File: src/rtl/traffic_pkg.sv
// Shared widths, lamp bit positions, default timing and the saturating
// queue-count update used by every detector lane.
package traffic_pkg;

  localparam int CNT_W = 3;
  localparam logic [CNT_W-1:0] CNT_MAX = 3'd7;

  localparam int M_L    = 3;
  localparam int M_R    = 2;
  localparam int M_Y    = 1;
  localparam int M_G    = 0;
  localparam int S_G    = 0;
  localparam int P_WALK = 0;

  localparam int DEF_DEB_CYCLES    = 4;
  localparam int DEF_DEPART_CYCLES = 8;
  localparam int DEF_HOLD_CYCLES   = 16;

  typedef enum logic [1:0] {
    EV_NONE   = 2'b00,
    EV_DEPART = 2'b01,
    EV_ARRIVE = 2'b10,
    EV_BOTH   = 2'b11
  } lane_event_e;

  // Coincident arrival and departure cancel, even at the limits.
  function automatic logic [CNT_W-1:0] next_count(input logic [CNT_W-1:0] cnt,
                                                  input lane_event_e      ev);
    logic [CNT_W-1:0] res;
    res = cnt;
    case (ev)
      EV_ARRIVE: begin
        if (cnt != CNT_MAX) res = cnt + 3'd1;
        else                res = cnt;
      end
      EV_DEPART: begin
        if (cnt != 3'd0) res = cnt - 3'd1;
        else             res = cnt;
      end
      EV_BOTH: res = cnt;
      EV_NONE: res = cnt;
      default: res = cnt;
    endcase
    return res;
  endfunction

endpackage

File: src/rtl/lane_demand_counter.sv
// One approach: synchronise and debounce the detector, time departures while
// the lane is green, and keep a saturating 0..7 queue estimate.
module lane_demand_counter
  import traffic_pkg::*;
#(
  parameter int DEB_CYCLES    = DEF_DEB_CYCLES,
  parameter int DEPART_CYCLES = DEF_DEPART_CYCLES
) (
  input  logic             clk,
  input  logic             rst,
  input  logic             det_i,
  input  logic             green_i,
  output logic [CNT_W-1:0] cnt_o
);

  localparam int DW = $clog2(DEB_CYCLES + 1);
  localparam int TW = $clog2(DEPART_CYCLES + 1);
  localparam logic [DW-1:0] DEB_LAST = DW'(DEB_CYCLES - 1);
  localparam logic [TW-1:0] TMR_LAST = TW'(DEPART_CYCLES - 1);

  logic             sync1_q, sync2_q;
  logic             filt_q, filt_d;
  logic [DW-1:0]    deb_q, deb_d;
  logic [TW-1:0]    tmr_q, tmr_d;
  logic [CNT_W-1:0] cnt_q, cnt_d;
  logic             arrival_s, depart_s;

  // Debounce: a level change is accepted on the DEB_CYCLES-th mismatching cycle.
  always_comb begin
    filt_d    = filt_q;
    deb_d     = deb_q;
    arrival_s = 1'b0;
    if (sync2_q != filt_q) begin
      if (deb_q == DEB_LAST) begin
        filt_d    = sync2_q;
        deb_d     = '0;
        arrival_s = sync2_q;
      end else begin
        deb_d = deb_q + DW'(1);
      end
    end else begin
      deb_d = '0;
    end
  end

  // Departure timer: free-runs while green, cleared with no partial credit otherwise.
  always_comb begin
    tmr_d    = '0;
    depart_s = 1'b0;
    if (green_i) begin
      if (tmr_q == TMR_LAST) begin
        tmr_d    = '0;
        depart_s = 1'b1;
      end else begin
        tmr_d = tmr_q + TW'(1);
      end
    end else begin
      tmr_d = '0;
    end
    cnt_d = next_count(cnt_q, lane_event_e'({arrival_s, depart_s}));
  end

  // Lane state registers.
  always_ff @(posedge clk or negedge rst) begin
    if (!rst) begin
      sync1_q <= 1'b0;
      sync2_q <= 1'b0;
      filt_q  <= 1'b0;
      deb_q   <= '0;
      tmr_q   <= '0;
      cnt_q   <= '0;
    end else begin
      sync1_q <= det_i;
      sync2_q <= sync1_q;
      filt_q  <= filt_d;
      deb_q   <= deb_d;
      tmr_q   <= tmr_d;
      cnt_q   <= cnt_d;
    end
  end

  assign cnt_o = cnt_q;

endmodule

File: src/rtl/traffic_demand_sensor.sv
// Detector front end for the traffic light controller: four lane demand
// counters plus a retriggerable emergency hold on the siren detector.
module traffic_demand_sensor
  import traffic_pkg::*;
#(
  parameter int DEB_CYCLES    = DEF_DEB_CYCLES,
  parameter int DEPART_CYCLES = DEF_DEPART_CYCLES,
  parameter int HOLD_CYCLES   = DEF_HOLD_CYCLES
) (
  input  logic             clk,
  input  logic             rst,
  input  logic             main_det,
  input  logic             left_det,
  input  logic             sec_det,
  input  logic             p_btn,
  input  logic             siren_det,
  input  logic [3:0]       m_LRYG,
  input  logic [2:0]       s_RYG,
  input  logic [2:0]       p,
  output logic [CNT_W-1:0] main_num,
  output logic [CNT_W-1:0] left_num,
  output logic [CNT_W-1:0] sec_num,
  output logic [CNT_W-1:0] p_num,
  output logic             s_emergency
);

  localparam int HW = $clog2(HOLD_CYCLES + 1);
  localparam logic [HW-1:0] HOLD_LOAD = HW'(HOLD_CYCLES);

  logic          siren_s1_q, siren_s2_q;
  logic [HW-1:0] hold_q, hold_d;
  logic          emer_q, emer_d;
  logic          unused_lamps_s;

  // Only the green/walk/arrow bits matter for departures.
  assign unused_lamps_s = ^{m_LRYG[M_R], m_LRYG[M_Y], s_RYG[2:1], p[2:1]};

  lane_demand_counter #(.DEB_CYCLES(DEB_CYCLES), .DEPART_CYCLES(DEPART_CYCLES)) u_main (
    .clk(clk), .rst(rst), .det_i(main_det), .green_i(m_LRYG[M_G]), .cnt_o(main_num));

  lane_demand_counter #(.DEB_CYCLES(DEB_CYCLES), .DEPART_CYCLES(DEPART_CYCLES)) u_left (
    .clk(clk), .rst(rst), .det_i(left_det), .green_i(m_LRYG[M_L]), .cnt_o(left_num));

  lane_demand_counter #(.DEB_CYCLES(DEB_CYCLES), .DEPART_CYCLES(DEPART_CYCLES)) u_sec (
    .clk(clk), .rst(rst), .det_i(sec_det), .green_i(s_RYG[S_G]), .cnt_o(sec_num));

  lane_demand_counter #(.DEB_CYCLES(DEB_CYCLES), .DEPART_CYCLES(DEPART_CYCLES)) u_ped (
    .clk(clk), .rst(rst), .det_i(p_btn), .green_i(p[P_WALK]), .cnt_o(p_num));

  // Emergency hold: reload while the siren is seen, otherwise count down.
  always_comb begin
    hold_d = hold_q;
    if (siren_s2_q) begin
      hold_d = HOLD_LOAD;
    end else if (hold_q != '0) begin
      hold_d = hold_q - HW'(1);
    end else begin
      hold_d = '0;
    end
    emer_d = (hold_d != '0);
  end

  // Siren synchroniser and hold registers.
  always_ff @(posedge clk or negedge rst) begin
    if (!rst) begin
      siren_s1_q <= 1'b0;
      siren_s2_q <= 1'b0;
      hold_q     <= '0;
      emer_q     <= 1'b0;
    end else begin
      siren_s1_q <= siren_det;
      siren_s2_q <= siren_s1_q;
      hold_q     <= hold_d;
      emer_q     <= emer_d;
    end
  end

  assign s_emergency = emer_q;

endmodule

File: config.mk
export PLATFORM = sky130hd
export DESIGN_NAME = traffic_demand_sensor
export DESIGN_NICKNAME = d
export VERILOG_FILES = /design/src/rtl/traffic_pkg.sv /design/src/rtl/lane_demand_counter.sv /design/src/rtl/traffic_demand_sensor.sv
export SDC_FILE = /design/constraint.sdc
export NUM_CORES = 1
export LEC_CHECK = 0
export BUFFER_PORTS_ARGS = -buffer_cell sky130_fd_sc_hd__buf_2
export CAP_MARGIN = 15
export CORE_ASPECT_RATIO = 0.6
export CORE_MARGIN = 2
export CORE_UTILIZATION = 35
export DETAILED_ROUTE_END_ITERATION = 10
export GPL_TIMING_DRIVEN = 0
export PLACE_DENSITY = 0.56
export SLEW_MARGIN = 10
export SYNTH_ARGS = -nofsm -noshare
export SYNTH_HDL_FRONTEND = slang
export SYNTH_SLANG_ARGS = --single-unit
File: constraint.sdc
create_clock -name clk -period 4.8 [get_ports clk]
set_input_delay 0.72 -clock clk [delete_from_list [all_inputs] [get_ports clk]]
set_output_delay 0.72 -clock clk [all_outputs]
set_load 0.03 [all_outputs]
Word level (Yosys, flattened, before mapping)

Cells that the tools add are included.
W data, S select, Z words.

Bits in registers: 60
Bits of input ports: 17
Output and inout bits: 13

$add $sub $neg: 17
Equality and inequality tests: 36
Muxes and demuxes: 46
Bitwise logic cells: 4
Reduce and logical (&&, ||, !) cells: 22

Operators by type and width:

| cell                  | count |
|---|---|
| $mux W3               | 16 |
| $mux W4               | 8 |
| $add A3 B1 Y3 const B | 8 |
| $pmux W3 S2           | 4 |
| $add A4 B1 Y4 const B | 4 |
| $eq A2 B2 Y1 const B  | 8 |
| $eq A4 B3 Y1 const B  | 4 |
| $mux W1               | 16 |
| $ne A2 B1 Y1 const B  | 8 |
| $eq A3 B2 Y1 const B  | 4 |
| $ne A3 B3 Y1 const B  | 4 |
| $reduce_and A3 Y1     | 4 |
| $reduce_bool A3 Y1    | 4 |
| $sub A3 B1 Y3 const B | 4 |
| $mux W5               | 2 |
| $reduce_bool A5 Y1    | 2 |
| $eq A2 B1 Y1 const B  | 4 |
| $logic_not A2 Y1      | 4 |
| $reduce_and A2 Y1     | 4 |
| $reduce_or A2 Y1      | 4 |
| $sub A5 B1 Y5 const B | 1 |
| $ne A1 B1 Y1          | 4 |
| $not A1 Y1            | 4 |

Longest topological paths before layout

Gate-level depths: netlist of run 1.

Depth after elaboration: 7
Depth in mapped cells: 10
Mapped depth without buffers: 10

By module

A second synthesis of run 1 with hierarchy kept.

Cell total of the unflattened synthesis: 247
Area total of the unflattened synthesis: 2826.5 µm²

By module, submodules not included:

| module                           | instances | cells each | area an instance (µm²) | seq. area each (µm²) |
|---|---|---|---|---|
| lane_demand_counter at u_ped ... | 2         | 55         | 628.1                  | 325.3 |
| lane_demand_counter at u_main    | 1         | 58         | 639.4                  | 325.3 |
| lane_demand_counter at u_left    | 1         | 56         | 628.1                  | 325.3 |
| traffic_demand_sensor            | 1         | 23         | 302.8                  | 200.2 |

Worst setup path before layout of run 1

OpenSTA, ideal clock, no wires.

Path kind: flip-flop to flip-flop
Start: register u_left.tmr_q[0]
End: register u_left.cnt_q[2], in the netlist u_left.cnt_o[2]
Setup time: 0.080 ns
Data arrival time: 2.066 ns
Required time: 4.720 ns
Slack: 2.654 ns
Stages on the path, launching flop included: 11
Path buffers: 0
Clock period less this slack: 2.146 ns
Cell sequence: dfrtp_1 ha_1 nand2_1 nor2_1 and2_1 ha_1 inv_1 fa_1 or2_2 a21oi_1 a2bb2oi_1

Cells in the longest elaborated chain, start to end: 7
Elaborated cells between the ends (all ways): 13

RTL lines:

| item                                                    | RTL line                  | text |
|---|---|---|
| start, declared                                         | lane_demand_counter.sv:24 | `logic [TW-1:0] tmr_q, tmr_d;` |
| start signal, assigned                                  | lane_demand_counter.sv:77 | `tmr_q <= tmr_d;` |
| $eq A4 B3 Y1 *                                          | lane_demand_counter.sv:51 | `if (tmr_q == TMR_LAST) begin` |
| $mux W1 *                                               | lane_demand_counter.sv:51 |  |
| $mux W1 *                                               | lane_demand_counter.sv:50 | `if (green_i) begin` |
| $eq A2 B2 Y1 / $logic_not A2 Y1 (equally long branches) | traffic_pkg.sv:31         | `case (ev)` |
| $reduce_or A2 Y1 (no source line)                       | -                         |  |
| $not A1 Y1 (no source line)                             | -                         |  |
| $reduce_and A3 Y1 (no source line)                      | -                         |  |
| end signal, assigned                                    | lane_demand_counter.sv:78 | `cnt_q <= cnt_d;` |
| end, declared                                           | lane_demand_counter.sv:25 | `logic [CNT_W-1:0] cnt_q, cnt_d;` |

Every way passes the cells marked *; elsewhere a longest branch is shown, timed or not.
A chain may end at the register's enable or synchronous reset.

Worst setup path in the final report of run 1

Start: register u_ped.tmr_q[0]
End: register u_ped.cnt_q[2], in the netlist u_ped.cnt_o[2]

Cells in the longest elaborated chain, start to end: 7
Elaborated cells between the ends (all ways): 13

RTL lines:

| item                                                    | RTL line |
|---|---|
| start, declared                                         | lane_demand_counter.sv:24 |
| start signal, assigned                                  | lane_demand_counter.sv:77 |
| $eq A4 B3 Y1 *                                          | lane_demand_counter.sv:51 |
| $mux W1 *                                               | lane_demand_counter.sv:51 |
| $mux W1 *                                               | lane_demand_counter.sv:50 |
| $eq A2 B2 Y1 / $logic_not A2 Y1 (equally long branches) | traffic_pkg.sv:31 |
| $reduce_or A2 Y1 (no source line)                       | - |
| $not A1 Y1 (no source line)                             | - |
| $reduce_and A3 Y1 (no source line)                      | - |
| end signal, assigned                                    | lane_demand_counter.sv:78 |
| end, declared                                           | lane_demand_counter.sv:25 |

Marked as above.

==> results of run 1 <==
## stage by stage
step	setup WS (ps)	cells	utilization	total power, mW
6_report	2422	401	0.4273	1.739
5_1_grt	2228	401	0.4273	1.871
4_1_cts	2427	401	0.4273	1.770
3_5_place_dp	2428	385	0.3938	1.184
3_3_place_gp	2434	385	0.3935	1.170
2_1_floorplan	2654	254	-	1.059
## state kept, by name, indices dropped and copies added (netlist names), 3 cells and up
| name | count |
|---|---|
| u_sec.deb_q | 3 |
| u_ped.tmr_q | 4 |
| u_main.deb_q | 3 |
| u_left.cnt_o | 3 |
| u_ped.cnt_o | 3 |
| u_main.tmr_q | 4 |
| hold_q | 5 |
| u_sec.tmr_q | 4 |
| u_ped.deb_q | 3 |
| u_sec.cnt_o | 3 |
| u_left.tmr_q | 4 |
| u_main.cnt_o | 3 |
| u_left.deb_q | 3 |
## Yosys cell counts, drive strengths merged, types with 3 or more instances
cell type | n | area, um2
nor3b | 12 | 90.09
nor2 | 15 | 56.30
nand3 | 8 | 40.04
and3 | 3 | 18.77
nand3b | 4 | 30.03
nor3 | 9 | 45.04
mux2i | 4 | 40.04
o21ai | 13 | 65.06
o211ai | 4 | 30.03
xor2 | 4 | 35.03
dfrtp | 60 | 1501
fa | 4 | 80.08
nor2b | 10 | 62.56
and2 | 11 | 68.82
xnor2 | 7 | 61.31
inv | 23 | 86.33
nand2 | 10 | 37.54
ha | 17 | 212.7
mux2 | 4 | 45.04
a21oi | 6 | 30.03
or3b | 4 | 37.54
## cells by family after synthesis
logic type                 synth area share
DFF                                  0.5265
xor gates and xnor gates            0.03379
muxes                               0.02984
and+or+nand+nor                      0.1887
AOI/OAI and AO/OA                   0.08820
buffers and inverters               0.03028
adders and majority gates            0.1027
## layout make-up
cell class                 instances  area share
timing repair buffer              23     0.03492
multi-input combinational        171      0.3752
clock inverter                     2    0.002972
tap                              108     0.04012
sequential                        60      0.4458
clock buffer                      14     0.07541
inverter                          23     0.02563
## worst max-delay path, cell delays in order (launching register included)
cell,delay [ps]
sky130_fd_sc_hd__dfrtp_1,380
sky130_fd_sc_hd__ha_1,210
sky130_fd_sc_hd__nand2_1,60
sky130_fd_sc_hd__nor2_1,160
sky130_fd_sc_hd__and2_1,160
sky130_fd_sc_hd__ha_1,220
sky130_fd_sc_hd__inv_1,80
sky130_fd_sc_hd__fa_1,430
sky130_fd_sc_hd__or3_1,360
sky130_fd_sc_hd__a21oi_1,140
sky130_fd_sc_hd__a211o_1,120
## metal layers
layer,track usage,routed length (um),vias up
met5,0,0,-
met4,0.05556,56,0
met3,0.05901,232,6
met2,0.1569,1867,29
met1,0.1623,2422,898
li1,-,-,944
## power by group through the flow
stage	sequential (mW)	clock [mW]	combinational, mW
finish	0.720	0.567	0.452
global route	0.742	0.613	0.516
CTS	0.721	0.592	0.457
detailed placement	0.727	0	0.457
global placement	0.726	0	0.444
floorplan	0.779	0	0.280
## final timing paths
kind / startpoint / end / slack, ps
max: u_ped.tmr_q[0] / u_ped.cnt_o[2] / 2420
min: siren_s1_q / siren_s2_q / 340
max reg2reg: u_ped.tmr_q[0] / u_ped.cnt_o[2] / 2420
min reg2reg: siren_s1_q / siren_s2_q / 340
max in group asynchronous: rst / u_ped.cnt_o[0] / 3840
min in group asynchronous: rst / u_left.cnt_o[2] / 460
==> results.md, run 1 <==
- The internal portion of total power is 1.180 mW.
- The placer's final routability congestion estimate is 0.7650.
- The analysis attributes to net switching a power of about 0.56 mW.
- The tool flagged a number of max-cap violations equal to 0.
- Counting flops with an async set or reset pin after synthesis yields a share of 1.000.
- The number of buffer cells added on primary ports is 23.
- Dividing the detail-routed wire length by the instance count gives roughly 11 um.
- The share of total power dissipated in sequential elements is 0.414.
- The final routed DRC violation total is 0.
- The fmax is approximately 420 MHz.
- The min-delay analysis places its worst path in the category reg2reg.
- The number of cells traversed by the worst hold path is 0.
- The share of total power dissipated in combinational logic is 0.260.
- In this run the worst path has a maximum fanout of 4.
- The kind of critical path is reg2reg.
- Summed over all cells, the static leakage comes to around 1.6 nW.
- Yosys mapped a number of flops with a built-in enable equal to 0.
- From left edge to right edge, the die measures around 120 um.
- The synthesis-to-finish area growth is 18.12%.
- The headroom to the max-slew limit is 0.4959.
- In the synthesized netlist the dominant register cell turns out to be sky130_fd_sc_hd__dfrtp_1.
- The clock period could shrink to 2378 ps.
- The part of the power in the clock network is 0.326.
- The synthesized design contains 60 register bits.
- The initial antenna violation count is 0.
- Counting every net in the synthesized netlist gives between 200 and 300.
- STA classifies the critical path startpoint as a flop.
- The count of boundary I/O pins is 30.
- After detailed routing, the total wire length is roughly 4.6 mm.
- The total of warnings raised by yosys is 0.
- The number of instances in the synthesized netlist is ~250.
- The number of vias per cell is about 4.7.
- The first-pass detailed-route iteration total is 4.
- The per-instance average area after synthesis is around 11 um2.
- Data on the critical path arrives at its endpoint at 2640 ps.
- For the final database, setup skew stands at ~5.0 ps.
- In the layout the commonest cells are sky130_fd_sc_hd__dfrtp_1, sky130_fd_sc_hd__inv_1, sky130_fd_sc_hd__buf_2.
- At the worst endpoint, the required time is 5060 ps.
- The transition time at the pin with the least slew margin is 756.2 ps.
- The total congestion overflow is 0.
- The number of unique standard cell types used by synthesis is 39.
- The via count of the first global-routing pass was 1805.
- The final worst-path cycle share is 0.4954.
- The number of hold violations in the final report is 0.
- The number of cells on the worst reg-to-reg path is 10.
- Registers take about 0.0015 mm2.
- The global-route wire length before repair is 8.121 mm.
- Row generation in the floorplan step produced 25 rows.
- The register clock-pin slew on the reported worst setup and hold paths is approximately 50 ps.
- The area of all placed cells without fillers is about 0.0034 mm2.
- Across all hold checks on the routed design, the worst slack comes to approximately 340 ps.
- The fill cell instance count of the final layout is around 780.
- The detail route stage leaves a number of antenna-violating nets equal to 0.
- Setup repair after global routing left no endpoint under its margin.
- Of the cells placed in the final design, the portion with a size suffix greater than 1 is 0.1433.
- Power spread over the standard cell area amounts to roughly 520 mW/mm2.
- IR analysis of the VDD net gives a maximum drop of approximately 0.2 mV.
- The die extent in y is about 74 um.
- 0 antenna diodes ended up in the layout.
- The setup fix buffers added after clock tree synthesis is 0.
- The starting density of the core is 0.3617.
- The floorplan step defined a core boundary enclosing 0.007883 mm2.
- In this run, CTS created clock tree buffers numbering 9.
- For this run, the total global-route usage over all layers was measured as 0.1190.
- The multi-input combinational cells in the finished layout cover a total of 0.001264 mm2.
- The clock passes through at most 2 buffers.
- For the worst-skew pair, the clock arrives at the later sink with an insertion delay of roughly 330 ps.
- The H-tree depth reported by CTS is 3.
- The run finished with clean final reports.
- The most common library cell in the layout ignoring fill and taps is sky130_fd_sc_hd__dfrtp_1.
- Clock tree synthesis found a total of 60 sinks.
- The worst setup path is captured at a flop.
- The count of pins over their slew limit is 0.
- The share of the yosys chip area belonging to registers is 0.5265.
- The tree is rooted in a sky130_fd_sc_hd__clkbuf_16.
- The detailed-route via count is around 1900.
- The post-cts sizing count is 0.
- The total cell area at the placement stage is between 0.003 and 0.004 mm2.
- The final layout contains between 300 and 400 nets.
- The total negative slack is 0 ps.
- In this run, the number of DRC markers left after iteration 0 of detailed routing was 94.
- The die covers about 0.0089 mm2.
- The maximum number of pins on one net before global-route repair is 61.
- Setup violations remaining at the end of the flow were counted as 0.
- The net switching fraction of the power is 0.3216.
- After synthesis the cells add up to approximately 0.0029 mm2.
- Detailed placement finished with a half-perimeter wire length of 3.088 mm.
- After clock tree synthesis, the flow added hold-fix buffers numbering 0.
- TritonCTS built the clock tree.
(Power assumes the default switching activity.)
==> inputs of run 2 (changes only) <==
--- a/config.mk
+++ b/config.mk
@@ -5,6 +5,7 @@
 export SDC_FILE = /design/constraint.sdc
 export NUM_CORES = 1
 export LEC_CHECK = 0
+export ABC_AREA = 1
 export BUFFER_PORTS_ARGS = -buffer_cell sky130_fd_sc_hd__buf_2
 export CAP_MARGIN = 15
 export CORE_ASPECT_RATIO = 0.6
==> constraint.sdc (replaced) <==
create_clock -name clk -period 2.45 [get_ports clk]
set_input_delay 0.3675 -clock clk [delete_from_list [all_inputs] [get_ports clk]]
set_output_delay 0.3675 -clock clk [all_outputs]
set_load 0.03 [all_outputs]
==> run 2 against run 1 <==
Net effect: synthesized cell count grew 26%; sequential share of layout area shrank 0.75 points; clock power grew 98%.
==> results.md, run 2 <==
- Outcome: complete, no violations (unchanged).
- The fmax was 496.2 MHz (was 420.5 MHz).
- The master of the slowest instance on the critical path was sky130_fd_sc_hd__fa_1 (unchanged).
- The leakage power total is 1.812 nW (was 1.619 nW).
- The count of pins over their slew limit is 0 (unchanged).
- The per-instance average area after synthesis came to 9.096 um2 (was 11.23 um2).
- The kind of critical path is reg2reg (unchanged).
- The worst slack on hold paths was 97.68 ps (was 343.6 ps).
- The remaining antenna violation count is 0 (unchanged).
- The post-synthesis net count is 357 (was 292).
- The total negative slack is 0 ps (unchanged).
- The clock sink count is 60 (unchanged).
- The start point of the critical path is u_ped.tmr_q[0] (unchanged).
- The post-route total power was 3.448 mW (was 1.739 mW).
- The via count of the first global-routing pass came to 1891 (was 1805).
- The library cell occupying the most area in the post-synthesis netlist is sky130_fd_sc_hd__dfrtp_1 (unchanged).
- The total of warnings raised by yosys was 0 (unchanged).
- The number of instances in the synthesized netlist is 319 (was 254).
- The fraction of final layout cells sized beyond drive strength 1 is 0.1676 (was 0.1433).
- The number of buffer and inverter instances along the worst setup path was 2 (was 1).
- The maximum clock skew at final layout came to 5.565 ps (was 4.955 ps).
- The count of boundary I/O pins was 30 (unchanged).
- The power per unit of standard cell area is 1006 mW/mm2 (was 516.4 mW/mm2).
- The share of the yosys chip area belonging to registers is 0.5175 (was 0.5265).
- The final worst-path cycle share is 0.8226 (was 0.4954).
- The detailed-route via count came to 1983 (was 1877).
- The detail-routed net length per standard cell was 9.970 um (was 11.42 um).
- The multiplexer share of the synthesized area is 0 (was 0.02984).
- The first-pass detailed-route iteration total was 4 (unchanged).
- The antenna diode count is 0 (unchanged).
- The number of stages on the worst setup path came to 11 (was 10).
- The setup fix buffers added after clock tree synthesis is 0 (unchanged).
- The basic-gate share of the synthesized area counting and, or, nand and nor cells was 0.2342 (was 0.1887).
- The cell at the root of the clock tree is sky130_fd_sc_hd__clkbuf_16 (unchanged).
- The area of all placed cells without fillers is 0.003426 mm2 (was 0.003368 mm2).
- The final net count is 391 (was 326).
- The number of setup violations in the final report was 0 (unchanged).
- The cell row count was 25 (unchanged).
- The cell repeated most along the worst path is sky130_fd_sc_hd__nand2_1 (was sky130_fd_sc_hd__ha_1).
- The final routed DRC violation total was 0 (unchanged).
- The headroom to the max-slew limit was 0.5066 (was 0.4959).
- The total clock buffers created by CTS is 9 (unchanged).
- The end-of-flow core utilization is 0.4312 (was 0.4273).
- Critical-path cell list: ha_1 -> nand2_1 -> nor2_1 -> inv_1 -> nor2_1 -> ha_1 -> inv_1 -> fa_1 -> xor2_1 -> nand2_1 -> nand2_1 (was ha_1 -> nand2_1 -> nor2_1 -> and2_1 -> ha_1 -> inv_1 -> fa_1 -> or3_1 -> a21oi_1 -> a211o_1).
- The number of flip-flops under the largest register name is 5 (unchanged).
- The placeable core region was 0.007945 mm2 (was 0.007883 mm2).
- Top cells by area in the synthesized netlist: sky130_fd_sc_hd__dfrtp_1, sky130_fd_sc_hd__nand2_1, sky130_fd_sc_hd__inv_1 (was sky130_fd_sc_hd__dfrtp_1, sky130_fd_sc_hd__ha_1, sky130_fd_sc_hd__nor3b_1).
- The H-tree depth reported by CTS is 3 (unchanged).
- The maximum number of buffers from clock root to sink came to 2 (unchanged).
- The area enclosed by the die boundary is 0.009058 mm2 (was 0.008909 mm2).
- Top post-synthesis cells by count: sky130_fd_sc_hd__nand2_1, sky130_fd_sc_hd__dfrtp_1, sky130_fd_sc_hd__inv_1 (was sky130_fd_sc_hd__dfrtp_1, sky130_fd_sc_hd__inv_1, sky130_fd_sc_hd__ha_1).
- The signal arrival time at the worst endpoint came to 2230 ps (was 2640 ps).
- The setup slack of the worst register-to-register path is 430 ps (was 2420 ps).
- The area share of the largest cell type after synthesis is 0.5175 (was 0.5265).
- The number of cells on the worst reg-to-reg path came to 11 (was 10).
- The die extent in y is 74.53 um (was 73.92 um).
- The element type at the critical path end is a flop (unchanged).
- The synthesis-to-finish area growth was 18.07% (was 18.12%).
- The mapped cell area is 0.002902 mm2 (was 0.002851 mm2).
- The critical path endpoint is u_ped.cnt_o[2] (unchanged).
- The total cell area at the placement stage is 0.003154 mm2 (was 0.003104 mm2).
- The starting density of the core is 0.3652 (was 0.3617).
- The number of buffer cells added on primary ports was 23 (unchanged).
- The post-synthesis compound-gate area fraction is 0.03191 (was 0.08820).
- The most used flip-flop cell after synthesis is sky130_fd_sc_hd__dfrtp_1 (unchanged).
- The register bank with the most flops is hold_q (unchanged).
- The worst min-delay path category was in2async (was reg2reg).
- The number of hold violations in the final report came to 0 (unchanged).
- The maximum resistive drop on vdd is 0.4690 mV (was 0.2038 mV).
- The number of synthesized flops with an enable pin came to 0 (unchanged).
- The transition time at the pin with the least slew margin was 740.1 ps (was 756.2 ps).
- The data required time of the critical path was 2670 ps (was 5060 ps).
- The number of buffers added to fix hold violations after cts is 0 (unchanged).
- Commonest cells after routing, fill and taps aside: sky130_fd_sc_hd__nand2_1, sky130_fd_sc_hd__inv_1, sky130_fd_sc_hd__dfrtp_1 (was sky130_fd_sc_hd__dfrtp_1, sky130_fd_sc_hd__inv_1, sky130_fd_sc_hd__buf_2).
- The biggest cell delay along the critical path was 390 ps (was 430 ps).
- The initial antenna violation count is 0 (unchanged).
- The clock latency on the worst-skew pair is 320 ps (was 330 ps).
- The dominant combinational cell family by area after synthesis is simple AND/OR/NAND/NOR gates (unchanged).
- The HPWL reported at the end of detailed placement was 3.342 mm (was 3.088 mm).
- The count of state elements after synthesis is 60 (unchanged).
- The category of cells accounting for the largest share of critical-path delay is adder cells (unchanged).
- The TritonCTS clock tree is done (unchanged).
- The most numerous cell in the Yosys netlist is sky130_fd_sc_hd__nand2_1 (was sky130_fd_sc_hd__dfrtp_1).
- The number of max-cap violations is 0 (unchanged).
- The total routed wirelength is 4.646 mm (was 4.578 mm).
- The post-cts sizing count is 0 (unchanged).
- The proportion of synthesized flip-flops having asynchronous set or reset is 1.000 (unchanged).
- The global-route wire length before repair is 8.349 mm (was 8.121 mm).
- The time the final worst path needs with I/O delays and setup came to 2015 ps (was 2378 ps).
- The capture instance of the worst register-to-register path is u_ped.cnt_o[2] (unchanged).
- Setup repair after global routing missed its margin: no (unchanged).
- The most common library cell in the layout ignoring fill and taps is sky130_fd_sc_hd__nand2_1 (was sky130_fd_sc_hd__dfrtp_1).
- The parity-gate share of the synthesized area counting xor and xnor cells is 0.02717 (was 0.03379).
- The number of violations reported at the end of detailed-routing iteration 0 is 83 (was 94).
- The placer's final routability congestion estimate is 0.7821 (was 0.7650).
- The adder and majority gate portion of the synthesized area is 0.1009 (was 0.1027).
- The maximum number of pins on one net before global-route repair is 61 (unchanged).
- The register clock-pin slew on the reported worst setup and hold paths was 50 ps (about the same).
- The number of vias per cell was 4.255 (was 4.681).
- The startpoint of the most critical register-to-register path is u_ped.tmr_q[0] (unchanged).
- The width of the die is 121.5 um (was 120.5 um).
- The global-route usage over all layers is 0.1237 (was 0.1190).
- The highest fanout seen on the critical path is 3 (was 4).
- The launching element type of the critical path is a flop (unchanged).
- The total congestion overflow is 0 (unchanged).
- The number of unique standard cell types used by synthesis is 24 (was 39).
[run 2: cell count changes after synthesis, moves of 6 or more]
cell	delta
sky130_fd_sc_hd__nand2_1	+67
sky130_fd_sc_hd__nand3_2	+7
sky130_fd_sc_hd__o21ai_0	-7
sky130_fd_sc_hd__nand4_1	+8
sky130_fd_sc_hd__nor3b_1	-10
sky130_fd_sc_hd__nor2b_1	-10
sky130_fd_sc_hd__inv_1	+37
sky130_fd_sc_hd__nor2_1	+9
sky130_fd_sc_hd__inv_2	+6
sky130_fd_sc_hd__and2_1	-11
[run 2: area by class of cell]
type / count / area, um2
Clock buffer: 12 / 246.5
Tap cell: 108 / 135.1
Clock inverter: 4 / 25.02
Fill cell: 810 / 4519
Multi-Input combinational cell: 191 / 1144
Timing Repair Buffer: 23 / 117.6
Sequential cell: 60 / 1501
Inverter: 68 / 256.5
[run 2: worst min-delay path by stage]
stage	to	slack (ps)	depth (start not counted)
2_1_floorplan	hold_q[0]	70	0
3_3_place_gp	siren_s2_q	330	0
3_5_place_dp	siren_s2_q	340	0
4_1_cts	u_ped.cnt_o[1]	130	1
5_1_grt	siren_s1_q	130	1
6_report	u_main.tmr_q[1]	100	1
[run 2: power breakdown]
group	total (mW)	switching (mW)	internal (mW)	leakage, nW
Clock	1.12	0.415	0.706	0.129
Sequential	1.38	0.174	1.21	0.760
Combinational	0.947	0.616	0.330	0.923
Total	3.45	1.20	2.24	1.81
[run 2: logic make-up (layout without fill, tap and decap cells)]
| group | after synthesis | in the layout |
|---|---|---|
| DFF | 60 | 60 |
| buffers and inverters | 68 | 107 |
| adders and majority gates | 21 | 21 |
| xor gates and xnor gates | 9 | 9 |
| and+or+nand+nor | 143 | 143 |
| AOI/OAI and AO/OA | 18 | 18 |
[run 2: per-layer routing]
metal,vias up,GRT usage,wire length [um]
met5,-,0,0
met4,0,0.04215,24
met3,4,0.06979,292
met2,24,0.1829,1985
met1,899,0.1541,2344
li1,1056,-,-
[run 2: worst reg2reg max path, cell delays in order, from the launching register on]
cell                      delay [ps]
sky130_fd_sc_hd__dfrtp_1         360
sky130_fd_sc_hd__ha_1            190
sky130_fd_sc_hd__nand2_1          60
sky130_fd_sc_hd__nor2_1           80
sky130_fd_sc_hd__inv_1            50
sky130_fd_sc_hd__nor2_1          150
sky130_fd_sc_hd__ha_1            250
sky130_fd_sc_hd__inv_1            90
sky130_fd_sc_hd__fa_1            390
sky130_fd_sc_hd__xor2_1          170
sky130_fd_sc_hd__nand2_1          70
sky130_fd_sc_hd__nand2_1          50
[run 2: metrics by stage]
| step | setup WS [ps] | cells |
|---|---|---|
| 2_1_floorplan | 596.1 | 319 |
| 3_3_place_gp | 472.0 | 450 |
| 3_5_place_dp | 426.3 | 450 |
| 4_1_cts | 400.3 | 466 |
| 5_1_grt | 228.9 | 466 |
| 6_report | 434.7 | 466 |
==> inputs of run 3 (changes only) <==
--- a/config.mk
+++ b/config.mk
@@ -13,7 +13,7 @@
 export CORE_UTILIZATION = 35
 export DETAILED_ROUTE_END_ITERATION = 10
 export GPL_TIMING_DRIVEN = 0
-export PLACE_DENSITY = 0.56
+export PLACE_DENSITY = 0.58
 export SLEW_MARGIN = 10
 export SYNTH_ARGS = -nofsm -noshare
 export SYNTH_HDL_FRONTEND = slang
==> constraint.sdc (replaced) <==
create_clock -name clk -period 1.7 [get_ports clk]
set_input_delay 0.255 -clock clk [delete_from_list [all_inputs] [get_ports clk]]
set_output_delay 0.255 -clock clk [all_outputs]
set_load 0.03 [all_outputs]
==> run 3 against run 2 <==
Net effect: register-to-register slack worse by 580 ps; via count rose by 10%; final area rose by 16%; global-route usage up 0.52 points; clock power is 46% higher; first-iteration DRC count is 28% higher; clock skew rose by 1.1 ps; critical endpoint is now u_main.cnt_o[1]; critical path depth fell by 1; cell count up 7.1%; the run now ends with setup timing left; largest cell class unchanged; non-clock buffer count is 34 higher.
==> results.md, run 3 (synthesis results as in run 2) <==
- The number of instances in the placed design is 450 (unchanged).
- The number of setup violations in the final report came to 9 (was 0).
- The number of vias per cell is 4.371 (was 4.255).
- The headroom to the max-slew limit is 0.4874 (was 0.5066).
- The signal arrival time at the worst endpoint was 2100 ps (was 2230 ps).
- The final net count is 425 (was 391).
- The number of cells in the finished layout apart from fillers came to 499 (was 466).
- The data required time of the critical path is 1950 ps (was 2670 ps).
- The internal portion of total power is 3.418 mW (was 2.243 mW).
- The highest fanout seen on the critical path is 3 (unchanged).
- The H-tree depth reported by CTS is 3 (unchanged).
- The leakage power total is 1.962 nW (was 1.812 nW).
- The die extent in y is 74.53 um (unchanged).
- The via count of the first global-routing pass is 1991 (was 1891).
- The cell at the root of the clock tree is sky130_fd_sc_hd__clkbuf_16 (unchanged).
- The checks that failed: setup timing.
- The register bank with the most flops is hold_q (unchanged).
- The synthesis-to-finish area growth is 36.40% (was 18.07%).
- The power per unit of standard cell area is 1341 mW/mm2 (was 1006 mW/mm2).
- The TritonCTS clock tree was done (unchanged).
- The final worst-path cycle share is 1.088 (was 0.8226).
- The fraction of final layout cells sized beyond drive strength 1 is 0.3862 (was 0.1676).
- The element type at the critical path end is a flop (unchanged).
- The maximum clock skew at final layout is 6.704 ps (was 5.565 ps).
- The detailed-route via count is 2181 (was 1983).
- The starting density of the core is 0.3652 (unchanged).
- The count of pins over their slew limit came to 0 (unchanged).
- The worst min-delay path category is in2async (unchanged).
- The number of buffer cells added on primary ports came to 23 (unchanged).
- The area enclosed by the die boundary is 0.009058 mm2 (unchanged).
- Outcome: complete, but fails checks (was complete, no violations).
- The register clock-pin slew on the reported worst setup and hold paths is 50 ps (about the same).
- The detail-routed net length per standard cell is 10.55 um (was 9.970 um).
- The initial antenna violation count is 0 (unchanged).
- The placer's final routability congestion estimate came to 0.7832 (was 0.7821).
- The part of the power in the clock network is 0.307 (was 0.325).
- The width of the die is 121.5 um (unchanged).
- The antenna diode count is 0 (unchanged).
- The transition time at the pin with the least slew margin came to 768.8 ps (was 740.1 ps).
- The clock sink count is 60 (unchanged).
- The global-route wire length before repair came to 8.804 mm (was 8.349 mm).
- The fraction of power consumed by sequential logic is 0.380 (was 0.400).
- The maximum number of pins on one net before global-route repair is 61 (unchanged).
- The total routed wirelength is 5.265 mm (was 4.646 mm).
- The number of hold violations in the final report is 0 (unchanged).
- The number of max-cap violations came to 0 (unchanged).
- The post-route total power is 5.306 mW (was 3.448 mW).
- The time the final worst path needs with I/O delays and setup is 1849 ps (was 2015 ps).
- The most common library cell in the layout ignoring fill and taps is sky130_fd_sc_hd__nand2_1 (unchanged).
- The placeable core region was 0.007945 mm2 (unchanged).
- The final worst setup slack is -149.4 ps (was 434.7 ps).
- The HPWL reported at the end of detailed placement is 3.196 mm (was 3.342 mm).
- The fraction of power consumed by combinational cells is 0.312 (was 0.275).
- The number of violations reported at the end of detailed-routing iteration 0 came to 106 (was 83).
- The kind of critical path is reg2reg (unchanged).
- The final routed DRC violation total is 0 (unchanged).
- The remaining antenna violation count came to 0 (unchanged).
- Commonest cells after routing, fill and taps aside: sky130_fd_sc_hd__nand2_1, sky130_fd_sc_hd__dfrtp_1, sky130_fd_sc_hd__inv_1 (was sky130_fd_sc_hd__nand2_1, sky130_fd_sc_hd__inv_1, sky130_fd_sc_hd__dfrtp_1).
- Setup repair after global routing missed its margin: yes (was no).
- The total congestion overflow is 0 (unchanged).
- The number of flip-flops under the largest register name is 5 (unchanged).
- The global-route usage over all layers came to 0.1288 (was 0.1237).
- The clock latency on the worst-skew pair is 320 ps (about the same).
- The end-of-flow core utilization is 0.4981 (was 0.4312).
- The cell row count is 25 (unchanged).
- The maximum resistive drop on vdd is 0.5496 mV (was 0.4690 mV).
- The net switching fraction of the power came to 0.3557 (was 0.3495).
- The first-pass detailed-route iteration total came to 4 (unchanged).
- The launching element type of the critical path is a flop (unchanged).
- The count of boundary I/O pins is 30 (unchanged).
- The total clock buffers created by CTS was 9 (unchanged).
- The fill cell instance count of the final layout is 744 (was 810).
- The fmax is 540.7 MHz (was 496.2 MHz).
- The maximum number of buffers from clock root to sink is 2 (unchanged).
- The net switching power figure came to 1.887 mW (was 1.205 mW).
[run 3: cell count changes in the layout (fill, tap and decap cells not counted), sizes merged]
cell,previous run,this run
clkbuf,12,13
buf,23,57
clkinvlp,2,0
[run 3: layout make-up]
type                    count  area, um2  area share
inverters                  68      259.0     0.06544
clock buffers              13      260.3     0.06576
clock inverters             2      10.01    0.002529
well taps                 108      135.1     0.03414
repair buffers             57      387.9     0.09801
flip-flops and latches     60       1501      0.3794
multi-input cells         191       1404      0.3547
[run 3: critical path, stage by stage (launching register included)]
cell                      delay, ps
sky130_fd_sc_hd__dfrtp_1        370
sky130_fd_sc_hd__ha_2           180
sky130_fd_sc_hd__inv_2           50
sky130_fd_sc_hd__nor2_4         130
sky130_fd_sc_hd__nand2_2        100
sky130_fd_sc_hd__nor2_4         140
sky130_fd_sc_hd__inv_2           50
sky130_fd_sc_hd__ha_4           160
sky130_fd_sc_hd__inv_2           60
sky130_fd_sc_hd__fa_2           420
sky130_fd_sc_hd__o21ai_1        110
[run 3: metrics by stage]
step	hold WS [ps]	TNS (ps)	cell area [um2]	worst slack, ps
floorplan	-40.59	-305.2	2969	-60.84
global placement	333.0	-980.0	3219	-161.4
detailed placement	335.6	-1219	3222	-181.6
CTS	22.00	-472.5	3735	-73.31
global route	27.79	-1742	3958	-245.0
finish	1.773	-592.7	3958	-149.4
[run 3: worst paths after layout]
path / start / end / slack, ps / cells after the start
worst max-delay path: u_main.deb_q[0] / u_main.cnt_o[1] / -150 / 10
worst min-delay path: rst / u_main.cnt_o[1] / 2 / 1
worst max register to register: u_main.deb_q[0] / u_main.cnt_o[1] / -150 / 10
worst min register to register: u_ped.sync1_q / u_ped.sync2_q / 340 / 0
max in group asynchronous: rst / u_sec.cnt_o[2] / 1180 / 1
min in group clk: siren_det / siren_s1_q / 40 / 1
[run 3: per-layer routing]
layer	GRT usage	vias to the layer above	wire (um)
li1	-	1121	-
met1	0.1607	1004	2483
met2	0.1960	42	2399
met3	0.05368	14	252
met4	0.06386	0	129
met5	0	-	0
[run 3: power groups by stage]
stage / Sequential (mW) / Clock (mW) / Combinational, mW
3_5_place_dp: 2.01 / 0 / 1.40
6_report: 2.02 / 1.63 / 1.66
4_1_cts: 2.00 / 1.69 / 1.50
5_1_grt: 2.07 / 1.76 / 1.86
2_1_floorplan: 2.20 / 0 / 0.842
3_3_place_gp: 2.00 / 0 / 1.36
[run 3: timing repair]
action	4_1_cts	5_1_grt
hold buffers	0	0
resized for setup	22	34
pin swaps	18	38
setup endpoints to repair	9	13
buffers inserted	22	14
